==> config.mk <==
export PLATFORM = sky130hd
export DESIGN_NAME = wb_gpio_master
export DESIGN_NICKNAME = d
export VERILOG_FILES = /design/src/rtl/wb_gpio_pkg.sv /design/src/rtl/wb_gpio_timeout.sv /design/src/rtl/wb_gpio_master.sv
export SDC_FILE = /design/constraint.sdc
export NUM_CORES = 1
export LEC_CHECK = 0
export ABC_AREA = 1
export CORE_ASPECT_RATIO = 1.75
export CORE_UTILIZATION = 41
export CTS_CLUSTER_DIAMETER = 60
export DETAILED_ROUTE_END_ITERATION = 10
export GPL_TIMING_DRIVEN = 0
export PLACE_DENSITY = 0.85
export SLEW_MARGIN = 20
export SYNTH_ARGS = -nofsm -noshare
export SYNTH_HDL_FRONTEND = slang
export SYNTH_HIERARCHICAL = 1
export SYNTH_SLANG_ARGS = --single-unit
==> constraint.sdc <==
create_clock -name wb_clk_i -period 2.85 [get_ports wb_clk_i]
set_clock_uncertainty 0.05 [all_clocks]
set_input_delay 0.57 -clock wb_clk_i [delete_from_list [all_inputs] [get_ports wb_clk_i]]
set_output_delay 0.57 -clock wb_clk_i [all_outputs]
set_load 0.005 [all_outputs]
==> src/rtl/wb_gpio_pkg.sv <==
// Shared definitions for the Wishbone GPIO master.
//   - wb_state_e   : controller FSM states (IDLE / BUS / RESP)
//   - rsp_status_e : 2-bit response status codes returned on rsp_status_o
//   - default address/data widths and timeout length
package wb_gpio_pkg;

  localparam int unsigned WB_AW_DEF      = 8;
  localparam int unsigned WB_DW_DEF      = 32;
  localparam int unsigned WB_TIMEOUT_DEF = 16;

  typedef enum logic [1:0] {
    ST_IDLE = 2'd0,
    ST_BUS  = 2'd1,
    ST_RESP = 2'd2
  } wb_state_e;

  typedef enum logic [1:0] {
    RSP_OK      = 2'b00,
    RSP_ERR     = 2'b01,
    RSP_TIMEOUT = 2'b10
  } rsp_status_e;

endpackage

==> src/rtl/wb_gpio_timeout.sv <==
// Bus-cycle watchdog for wb_gpio_master.
//   clk_i     : clock, rising edge
//   rst_ni    : synchronous active-low reset
//   clear_i   : restart the count (asserted when a bus cycle is launched)
//   enable_i  : one bus cycle elapsed without ack/err
//   expired_o : this waiting cycle is the TIMEOUT_CYCLES-th one; end the
//               bus cycle at the coming edge
module wb_gpio_timeout #(
  parameter int unsigned TIMEOUT_CYCLES = 16
) (
  input  logic clk_i,
  input  logic rst_ni,
  input  logic clear_i,
  input  logic enable_i,
  output logic expired_o
);

  localparam logic [7:0] LAST_CNT = 8'(TIMEOUT_CYCLES - 1);

  logic [7:0] cnt_q;
  logic [7:0] cnt_d;

  always_comb begin
    cnt_d = cnt_q;
    if (clear_i) begin
      cnt_d = '0;
    end else if (enable_i) begin
      cnt_d = cnt_q + 8'd1;
    end
  end

  always_ff @(posedge clk_i) begin
    if (!rst_ni) begin
      cnt_q <= '0;
    end else begin
      cnt_q <= cnt_d;
    end
  end

  // The count reaches TIMEOUT_CYCLES at the edge that ends the cycle, so
  // the bus stays up for exactly TIMEOUT_CYCLES unanswered cycles.
  assign expired_o = enable_i && (cnt_q == LAST_CNT);

endmodule

==> src/rtl/wb_gpio_master.sv <==
// Wishbone classic-cycle master driven by a simple command/response port.
//
// Optional feature: define WB_GPIO_MASTER_TIMEOUT_EN to abort bus cycles
// that receive no ack/err within TIMEOUT_CYCLES cycles (status TIMEOUT).
// Without it the master waits indefinitely for the slave.
//
// Ports
//   wb_clk_i, wb_rst_i       : clock, synchronous active-low reset
//   cmd_valid_i/cmd_ready_o  : command handshake; cmd_we_i, cmd_adr_i,
//                              cmd_dat_i, cmd_sel_i carry the request
//   rsp_valid_o/rsp_ready_i  : response handshake; rsp_dat_o, rsp_status_o
//   wb_cyc_o .. wb_sel_o     : Wishbone master outputs
//   wb_dat_i, wb_ack_i, wb_err_i : Wishbone slave response
//   wb_inta_i, irq_o, irq_rise_o : interrupt input, registered copy, rise pulse
//   dbg_state_o              : current FSM state
//
// Handshakes: a transfer happens on a rising edge where valid and ready are
// both 1. cmd_ready_o is 1 only in IDLE; the response is held unchanged in
// RESP until rsp_ready_i, and a new command is taken no earlier than the
// cycle after the response is consumed.
module wb_gpio_master
  import wb_gpio_pkg::*;
#(
  parameter int unsigned TIMEOUT_CYCLES = WB_TIMEOUT_DEF,
  parameter int unsigned AW             = WB_AW_DEF,
  parameter int unsigned DW             = WB_DW_DEF
) (
  input  logic            wb_clk_i,
  input  logic            wb_rst_i,
  input  logic            cmd_valid_i,
  output logic            cmd_ready_o,
  input  logic            cmd_we_i,
  input  logic [AW-1:0]   cmd_adr_i,
  input  logic [DW-1:0]   cmd_dat_i,
  input  logic [DW/8-1:0] cmd_sel_i,
  output logic            rsp_valid_o,
  input  logic            rsp_ready_i,
  output logic [DW-1:0]   rsp_dat_o,
  output logic [1:0]      rsp_status_o,
  output logic            wb_cyc_o,
  output logic            wb_stb_o,
  output logic            wb_we_o,
  output logic [AW-1:0]   wb_adr_o,
  output logic [DW-1:0]   wb_dat_o,
  output logic [DW/8-1:0] wb_sel_o,
  input  logic [DW-1:0]   wb_dat_i,
  input  logic            wb_ack_i,
  input  logic            wb_err_i,
  input  logic            wb_inta_i,
  output logic            irq_o,
  output logic            irq_rise_o,
  output wb_state_e       dbg_state_o
);

  if (TIMEOUT_CYCLES < 1 || TIMEOUT_CYCLES > 255) begin : g_bad_timeout
    $error("wb_gpio_master: TIMEOUT_CYCLES must be within 1..255");
  end

  wb_state_e       state_q, state_d;
  logic            cyc_q, cyc_d;
  logic            we_q, we_d;
  logic [AW-1:0]   adr_q, adr_d;
  logic [DW-1:0]   dat_q, dat_d;
  logic [DW/8-1:0] sel_q, sel_d;
  logic            rsp_valid_q, rsp_valid_d;
  logic [DW-1:0]   rsp_dat_q, rsp_dat_d;
  logic [1:0]      rsp_status_q, rsp_status_d;
  logic            irq_q, irq_d;

  logic cmd_fire;
  logic in_bus;
  logic bus_ack;
  logic bus_err;
  logic to_hit;
  logic bus_end;

  assign in_bus   = (state_q == ST_BUS);
  assign cmd_fire = cmd_valid_i && cmd_ready_o;
  // Slave responses only matter while a cycle is in flight.
  assign bus_ack  = in_bus && wb_ack_i;
  assign bus_err  = in_bus && wb_err_i;
  assign bus_end  = bus_ack || bus_err || to_hit;

`ifdef WB_GPIO_MASTER_TIMEOUT_EN
  wb_gpio_timeout #(
    .TIMEOUT_CYCLES (TIMEOUT_CYCLES)
  ) u_timeout (
    .clk_i     (wb_clk_i),
    .rst_ni    (wb_rst_i),
    .clear_i   (cmd_fire),
    .enable_i  (in_bus && !wb_ack_i && !wb_err_i),
    .expired_o (to_hit)
  );
`else
  assign to_hit = 1'b0;
`endif

  // ---------------- FSM: state register ----------------
  always_ff @(posedge wb_clk_i) begin
    if (!wb_rst_i) begin
      state_q <= ST_IDLE;
    end else begin
      state_q <= state_d;
    end
  end

  // ---------------- FSM: next state ----------------
  always_comb begin
    state_d = state_q;
    case (state_q)
      ST_IDLE: if (cmd_fire)    state_d = ST_BUS;
      ST_BUS:  if (bus_end)     state_d = ST_RESP;
      ST_RESP: if (rsp_ready_i) state_d = ST_IDLE;
      default:                  state_d = ST_IDLE;
    endcase
  end

  // ---------------- FSM: outputs ----------------
  // cmd_ready_o is held low while reset is asserted so no command can be
  // offered before reset is released.
  always_comb begin
    cmd_ready_o = (state_q == ST_IDLE) && wb_rst_i;
    dbg_state_o = state_q;
  end

  // ---------------- datapath next values ----------------
  always_comb begin
    cyc_d        = cyc_q;
    we_d         = we_q;
    adr_d        = adr_q;
    dat_d        = dat_q;
    sel_d        = sel_q;
    rsp_valid_d  = rsp_valid_q;
    rsp_dat_d    = rsp_dat_q;
    rsp_status_d = rsp_status_q;
    irq_d        = wb_inta_i;

    // Bus fields are only loaded here, so they cannot move while cyc is up.
    if (cmd_fire) begin
      cyc_d = 1'b1;
      we_d  = cmd_we_i;
      adr_d = cmd_adr_i;
      dat_d = cmd_dat_i;
      sel_d = cmd_sel_i;
    end

    if (in_bus && bus_end) begin
      cyc_d       = 1'b0;
      rsp_valid_d = 1'b1;
      rsp_dat_d   = '0;
      if (bus_err) begin
        rsp_status_d = RSP_ERR;
      end else if (bus_ack) begin
        rsp_status_d = RSP_OK;
        if (!we_q) begin
          rsp_dat_d = wb_dat_i;
        end
      end else begin
        rsp_status_d = RSP_TIMEOUT;
      end
    end

    if ((state_q == ST_RESP) && rsp_ready_i) begin
      rsp_valid_d = 1'b0;
    end
  end

  always_ff @(posedge wb_clk_i) begin
    if (!wb_rst_i) begin
      cyc_q        <= 1'b0;
      we_q         <= 1'b0;
      adr_q        <= '0;
      dat_q        <= '0;
      sel_q        <= '0;
      rsp_valid_q  <= 1'b0;
      rsp_dat_q    <= '0;
      rsp_status_q <= RSP_OK;
      irq_q        <= 1'b0;
    end else begin
      cyc_q        <= cyc_d;
      we_q         <= we_d;
      adr_q        <= adr_d;
      dat_q        <= dat_d;
      sel_q        <= sel_d;
      rsp_valid_q  <= rsp_valid_d;
      rsp_dat_q    <= rsp_dat_d;
      rsp_status_q <= rsp_status_d;
      irq_q        <= irq_d;
    end
  end

  assign wb_cyc_o     = cyc_q;
  assign wb_stb_o     = cyc_q;
  assign wb_we_o      = we_q;
  assign wb_adr_o     = adr_q;
  assign wb_dat_o     = dat_q;
  assign wb_sel_o     = sel_q;
  assign rsp_valid_o  = rsp_valid_q;
  assign rsp_dat_o    = rsp_dat_q;
  assign rsp_status_o = rsp_status_q;
  assign irq_o        = irq_q;
  // Rise pulse is combinational from the live input; forced low in reset,
  // where irq_q is cleared and would otherwise expose a spurious edge.
  assign irq_rise_o   = wb_inta_i && !irq_q && wb_rst_i;

endmodule

==> results.md, run 1 <==
* Status: finished, final reports clean
* CP startpoint kind: primary input
* Final worst path period need at 2.45 ns
* Internal power at about 0.0021 W
* First-pass GRT wire length at 15,200 um
* Final nets at 655
* Share of layout cells above drive strength 1 at roughly 6.4%
* CP max stage delay at 0.52 ns
* Top delay family on crit path: buffers and inverters
* IO Pins at 171
* Max_slew headroom at 66.1%
* R2R Setup Slk at ~1.4 ns
* Clock-pin transition on the worst setup and hold timing paths at 0.06 ns
* RSZ-0062 raised after global routing: no
* Initial core utilization at between 40% and 50%
* CTS tree: built
* Sequential share of power at 45.6%
* Die width at 67.5 um
* First-pass iteration count of the detailed router at 4
* Mapped Cells at 390
* Initial antenna violation count at 0
* Hold WC Path Type: flop to flop
* Post-Syn Area at 3080 um2
* DR WL/cell at 14.7 um
* Least-Margin Pin Slew at 0.509 ns
* Static leakage at 2.31 nW
* Vias/cell at 5.10
* Num CTS Buffers at 9
* NetSw at 0.000637 W
* R2r worst-path depth at 6
* Final Hold Viols at 0
* Period utilization at 86.0%
* Largest net degree at the start of global routing at 13
* WP buf/inv at 4
* Top-area cell type share of the netlist area at a little over half
* Worst Hold Path Cells at 2
* Synth area leader: dfxtp_1
* Max Cap Violations at 0
* Worst IR drop on VDD at roughly 0.48 mV
* WS Path Type: primary input to output pin
* Arr. time, crit path at approximately 1.8 ns
* Count of cell types in the netlist at 15
* Final setup vio count at 0
* CTS H-tree lvls at 3
* Synth Register Bits at 84
* Core Region at 7230 um2
* Row count at just over 40
* WHS Endpoint: rsp_status_o[1]
* Placed cell count at 645
* Routed WL at 9720 um
* Gpl congestion at 0.772
* PwrDens at ~540 nW/um2
* Required time worst endpoint at 2.23 ns
* Number of global-route vias before repair at between 3,000 and 4,000
* Clock power share at between 30% and 40%
* Critical R2R Capture: rsp_dat_o[6]
* Gate power share at between 10% and 20%
* Slowest stage cell, crit path: clkdlybuf4s50_1
* Synth warnings at 6
* Clk_lat worst skew at between 0.3 and 0.4 ns
* Largest cells by area after synthesis: dfxtp_1 (55%), nand3_1 (26%), nand2_1 (11%), buf_2 (2.6%), inv_1 (1.6%)
* Post-DP Area at 4880 um2
* # port buffers at 169
* Post-route insts no fill at 662
* Clk sinks at 84
* Mapped Nets at 474
* Via count at 3,375
* Post-route setup TNS at 0 ns
* ANT nets after route at 0
* Number of fill cells at 583
* Post-DP HPWL at 7380 um
* FMAX at 0.408 GHz
* Remaining DRCs at 0
* Critical R2R Launch: dbg_state_o[0]
* Footprint of the multi-input gates at 1200 um2
* Cts hold-fix bufs at 0
* Die Y at 117 um
* Total GRT Usage at 25.7%
* N_diodes at 0
* Critical path cell sequence: dlymetal6s2s_1, inv_2, nor3_4, clkbuf_4, clkdlybuf4s50_1
* Layout area overhead at 68.0%
* Seq. cell area at between 1500 and 2000 um2
* Worst Path Max Fanout at 10
* Switching share of power at between 20% and 30%
* Die ar. at 7880 um2
* Post-Layout Inst Area at ~5200 um2
* Clock root cell: clkbuf_16
* Mean post-synth cell area at 7.90 um2
* Clock Path Buffers at 2
* Sequential cell area fraction in the yosys report at 54.6%
* Pins Over Slew Limit at 0
* Worst Hold Launch: rsp_status_o[1]
* Total grt overflow at 0
* Initial detailed-routing violation count at 166
* Crit path capture type: output pin
-- registers in the layout, indices dropped and copies added (netlist names) --
| name | cells |
|---|---|
| dbg_state_o | 2 |
| irq_o | 1 |
| rsp_dat_o | 32 |
| rsp_status_o | 2 |
| rsp_valid_o | 1 |
| wb_adr_o | 8 |
| wb_cyc_o | 1 |
| wb_dat_o | 32 |
| wb_sel_o | 4 |
| wb_we_o | 1 |
-- area by class of cell --
| class | count | area share, % |
|---|---|---|
| repair buffers | 170 | 32.9 |
| flip-flops and latches | 84 | 32.5 |
| multi-input cells | 259 | 23.1 |
| clock buffers | 15 | 5.36 |
| plain buffers | 33 | 3.00 |
| well taps | 86 | 2.08 |
| inverters | 14 | 1.01 |
| clock inverters | 1 | 0.0967 |
-- metal layers --
metal	share of wire (%)	GRT usage, %	up-vias	wire length (um)
li1	-	-	1656	-
met1	36	25.2	1581	3520
met2	55	48.3	123	5330
met3	7.4	8.40	15	716
met4	1.7	8.94	0	163
met5	0	0	-	0
-- through the flow --
| step | worst slack (ns) | power, W | util, % | hold WS, ns |
|---|---|---|---|---|
| after floorplan | 1.17 | 0.00142 | - | 0.375 |
| after global placement | -0.138 | 0.00170 | 67.5 | 0.365 |
| after detailed placement | -0.138 | 0.00171 | 67.5 | 0.370 |
| after CTS | 0.00894 | 0.00280 | 71.5 | 0.380 |
| after global routing | 0.329 | 0.00289 | 71.6 | 0.420 |
| final | 0.398 | 0.00278 | 71.6 | 0.381 |
-- kinds of logic after synthesis --
group                  Yosys count  share of synthesized area (%)
buffers and inverters           47                           6.62
flip-flops                      84                           54.6
AND/OR/NAND/NOR                256                           38.2
AO/OA/AOI/OAI                    3                          0.609
-- Yosys cell counts --
master    number
o21ai_2        1
inv_2          1
clkbuf_1       7
nand2_1       89
nor2_2         1
nand3_1      158
buf_1          8
buf_4          2
nor2_1         6
dfxtp_1       84
a21oi_1        2
nor3_4         1
buf_2         16
nand3b_1       1
inv_1         13
-- worst max-delay path by stage --
stage,cells after the start,endpoint,startpoint,slack [ns]
global route,5,cmd_ready_o,wb_rst_i,0.33
global placement,5,cmd_ready_o,wb_rst_i,-0.14
detailed placement,5,cmd_ready_o,wb_rst_i,-0.14
finish,5,cmd_ready_o,wb_rst_i,0.40
floorplan,3,cmd_ready_o,wb_rst_i,1.17
CTS,5,cmd_ready_o,wb_rst_i,0.009
-- what timing repair did --
action / in CTS / in global routing
gates resized for setup: 1 / 2
pin swaps: 1 / 0
buffers inserted: 1 / 0
setup endpoints to repair: 2 / 1
-- worst reg2reg max path, stage by stage (launching register included) --
cell	delay, ns
dfxtp_1	0.45
inv_1	0.12
nor2_2	0.16
o21ai_2	0.15
buf_2	0.22
nand3_1	0.09
nand2_1	0.06
-- cells in the final DEF, fill, tap and decap left out --
cell type          n
a21oi_1            2
buf_1              8
buf_2             15
buf_4              3
clkbuf_1           9
clkbuf_16          9
clkbuf_2           1
clkbuf_4           1
clkbuf_8           3
clkdlybuf4s50_1  168
clkinv_2           1
dfxtp_1           84
dlymetal6s2s_1     1
inv_1             13
inv_2              1
nand2_1           89
nand3_1          158
nand3b_1           1
nor2_1             6
nor2_2             1
nor3_4             1
o21ai_2            1
-- power by group through the flow --
stage | clock, W | combinational, W | sequential (W)
final | 0.00110 | 0.000417 | 0.00127
after global routing | 0.00116 | 0.000452 | 0.00128
after CTS | 0.00111 | 0.000420 | 0.00127
after detailed placement | 0 | 0.000413 | 0.00130
after global placement | 0 | 0.000407 | 0.00129
after floorplan | 0 | 0.000126 | 0.00130
(Power assumes the default switching activity.)
==> run 2: changes to the inputs <==
--- a/config.mk
+++ b/config.mk
@@ -12,6 +12,7 @@
 export DETAILED_ROUTE_END_ITERATION = 10
 export GPL_TIMING_DRIVEN = 0
 export PLACE_DENSITY = 0.85
+export SETUP_SLACK_MARGIN = 0.2
 export SLEW_MARGIN = 20
 export SYNTH_ARGS = -nofsm -noshare
 export SYNTH_HDL_FRONTEND = slang
==> constraint.sdc (replaced) <==
create_clock -name wb_clk_i -period 2.9 [get_ports wb_clk_i]
set_clock_uncertainty 0.05 [all_clocks]
set_input_delay 0.58 -clock wb_clk_i [delete_from_list [all_inputs] [get_ports wb_clk_i]]
set_output_delay 0.58 -clock wb_clk_i [all_outputs]
set_load 0.005 [all_outputs]
==> run 2 against run 1 <==
Worst setup slack got worse by 0.034 ns; hold slack about the same; flip-flop and latch count unchanged; via count decreased by 0.33%; die area unchanged; register-to-register slack improved by 0.05 ns; first-iteration DRC count decreased by 5.4%.
==> results.md, run 2 (same netlist as run 1, synthesis figures left out) <==
* Clock Path Buffers at 2
* Remaining DRCs at 0
* Final worst path period need at around 2.5 ns
* Clock-pin transition on the worst setup and hold timing paths at 0.06 ns
* Max Cap Violations at 0
* Arr. time, crit path at 1.91 ns
* Vias/cell at 5.08
* # port buffers at between 150 and 200
* RSZ-0062 raised after global routing: no
* Core Region at 7230 um2
* Num CTS Buffers at 9
* DR WL/cell at roughly 15 um
* Row count at about 40
* CP startpoint: wb_rst_i
* Crit path capture type: output pin
* Worst Hold Launch: rsp_status_o[1]
* First-pass iteration count of the detailed router at 4
* Pins Over Slew Limit at 0
* Worst IR drop on VDD at around 0.47 mV
* Post-DP Area at 4880 um2
* Required time worst endpoint at 2.27 ns
* Clk_lat worst skew at 0.33 ns
* Layout area overhead at 67.9%
* Number of fill cells at 585
* Overall Power at 0.00273 W
* Total grt overflow at 0
* Status: finished, final reports clean
* Routed WL at 9710 um
* WHS Endpoint: rsp_status_o[1]
* Share of layout cells above drive strength 1 at 6.42%
* Gpl congestion at 0.772
* Number of global-route vias before repair at approximately 3,400
* Static leakage at 2.30 nW
* Clock root cell: clkbuf_16
* CP startpoint kind: primary input
* Die ar. at 7880 um2
* WS Path Type: primary input to output pin
* Max_slew headroom at 66.5%
* CTS tree: built
* Post-Layout Inst Area at 5170 um2
* Period utilization at 87.4%
* Die Y at 117 um
* Critical R2R Capture: rsp_dat_o[6]
* PwrDens at 529 nW/um2
* Least-Margin Pin Slew at slightly above 0.5 ns
* R2R Setup Slk at ~1.5 ns
* Final setup vio count at 0
* ANT nets after route at 0
* Seq. cell area at between 1500 and 2000 um2
* Via count at 3,364
* Hold WC Path Type: flop to flop
* Commonest non-fill, non-tap cells in the layout: clkdlybuf4s50_1 (168), nand3_1 (158), nand2_1 (89)
* Largest net degree at the start of global routing at 13
* Initial antenna violation count at 0
* R2r worst-path depth at 6
* Footprint of the multi-input gates at 1200 um2
* Initial core utilization at 42.6%
* Post-route setup TNS at 0 ns
* First-pass GRT wire length at 15,200 um
* Cts hold-fix bufs at 0
* Total GRT Usage at roughly a quarter
* Post-DP HPWL at ~7400 um
* Commonest non-fill, non-tap cell in the layout: clkdlybuf4s50_1
* Initial detailed-routing violation count at 157
* Worst Hold Path Cells at 2
* Clk sinks at 84
* CTS H-tree lvls at 3
* Final Hold Viols at 0
* N_diodes at 0
* Critical R2R Launch: dbg_state_o[0]
* Final nets at 655
* IO Pins at roughly 170
* FMAX at 0.394 GHz
* Worst Path Max Fanout at 10
* Die width at 67.5 um
## run 2: cell types whose count changed in the layout (fill, tap and decap cells not counted)
| cell | delta |
|---|---|
| dlygate4sd2_1 | +1 |
| dlymetal6s2s_1 | -1 |
| buf_4 | +1 |
| clkbuf_4 | -1 |
## run 2: what timing repair did
item,in CTS,in global routing
setup endpoints to repair,2,0
gates resized for setup,3,0
hold endpoints to repair,0,0
setup buffers,1,0
## run 2: how the worst max path moves through the flow
stage                             end  slack [ns]  cells past startpoint
final                     cmd_ready_o        0.36                      5
after global routing      cmd_ready_o        0.29                      5
after CTS                 cmd_ready_o        0.37                      5
after detailed placement  cmd_ready_o       -0.11                      5
after global placement    cmd_ready_o       -0.11                      5
after floorplan           cmd_ready_o        1.20                      3
## run 2: area by class of cell
| class | instances | share of cell area [%] |
|---|---|---|
| Timing Repair Buffer | 170 | 32.8 |
| Sequential cell | 84 | 32.5 |
| Multi-Input combinational cell | 259 | 23.1 |
| Clock buffer | 15 | 5.37 |
| Buffer | 33 | 3.00 |
| Tap cell | 86 | 2.08 |
| Inverter | 14 | 1.02 |
| Clock inverter | 1 | 0.0967 |
## run 2: per-layer routing
metal	routed length [um]	GRT usage, %
met1	3530	25.3
met2	5320	48.3
met3	695	8.40
met4	157	8.94
met5	0	0
## run 2: critical path: stages
cell	delay [ns]
dlygate4sd2_1	0.31
inv_2	0.09
nor3_4	0.21
buf_4	0.21
clkdlybuf4s50_1	0.51
## run 2: through the flow
| step | util (%) | hold WS [ns] | std cells | setup slack [ns] |
|---|---|---|---|---|
| after CTS | 71.5 | 0.380 | 662 | 0.370 |
| final | 71.5 | 0.381 | 662 | 0.365 |
| after floorplan | - | 0.375 | 390 | 1.20 |
| after global routing | 71.5 | 0.420 | 662 | 0.290 |
| after detailed placement | 67.5 | 0.370 | 645 | -0.108 |
| after global placement | 67.5 | 0.365 | 645 | -0.108 |
## run 2: power breakdown
part | switching, W | internal, W | total, W
Clock | 0.000427 | 0.000650 | 0.00108
Combinational | 0.000165 | 0.000245 | 0.000409
Sequential | 0.0000342 | 0.00121 | 0.00125
Total | 0.000626 | 0.00211 | 0.00273
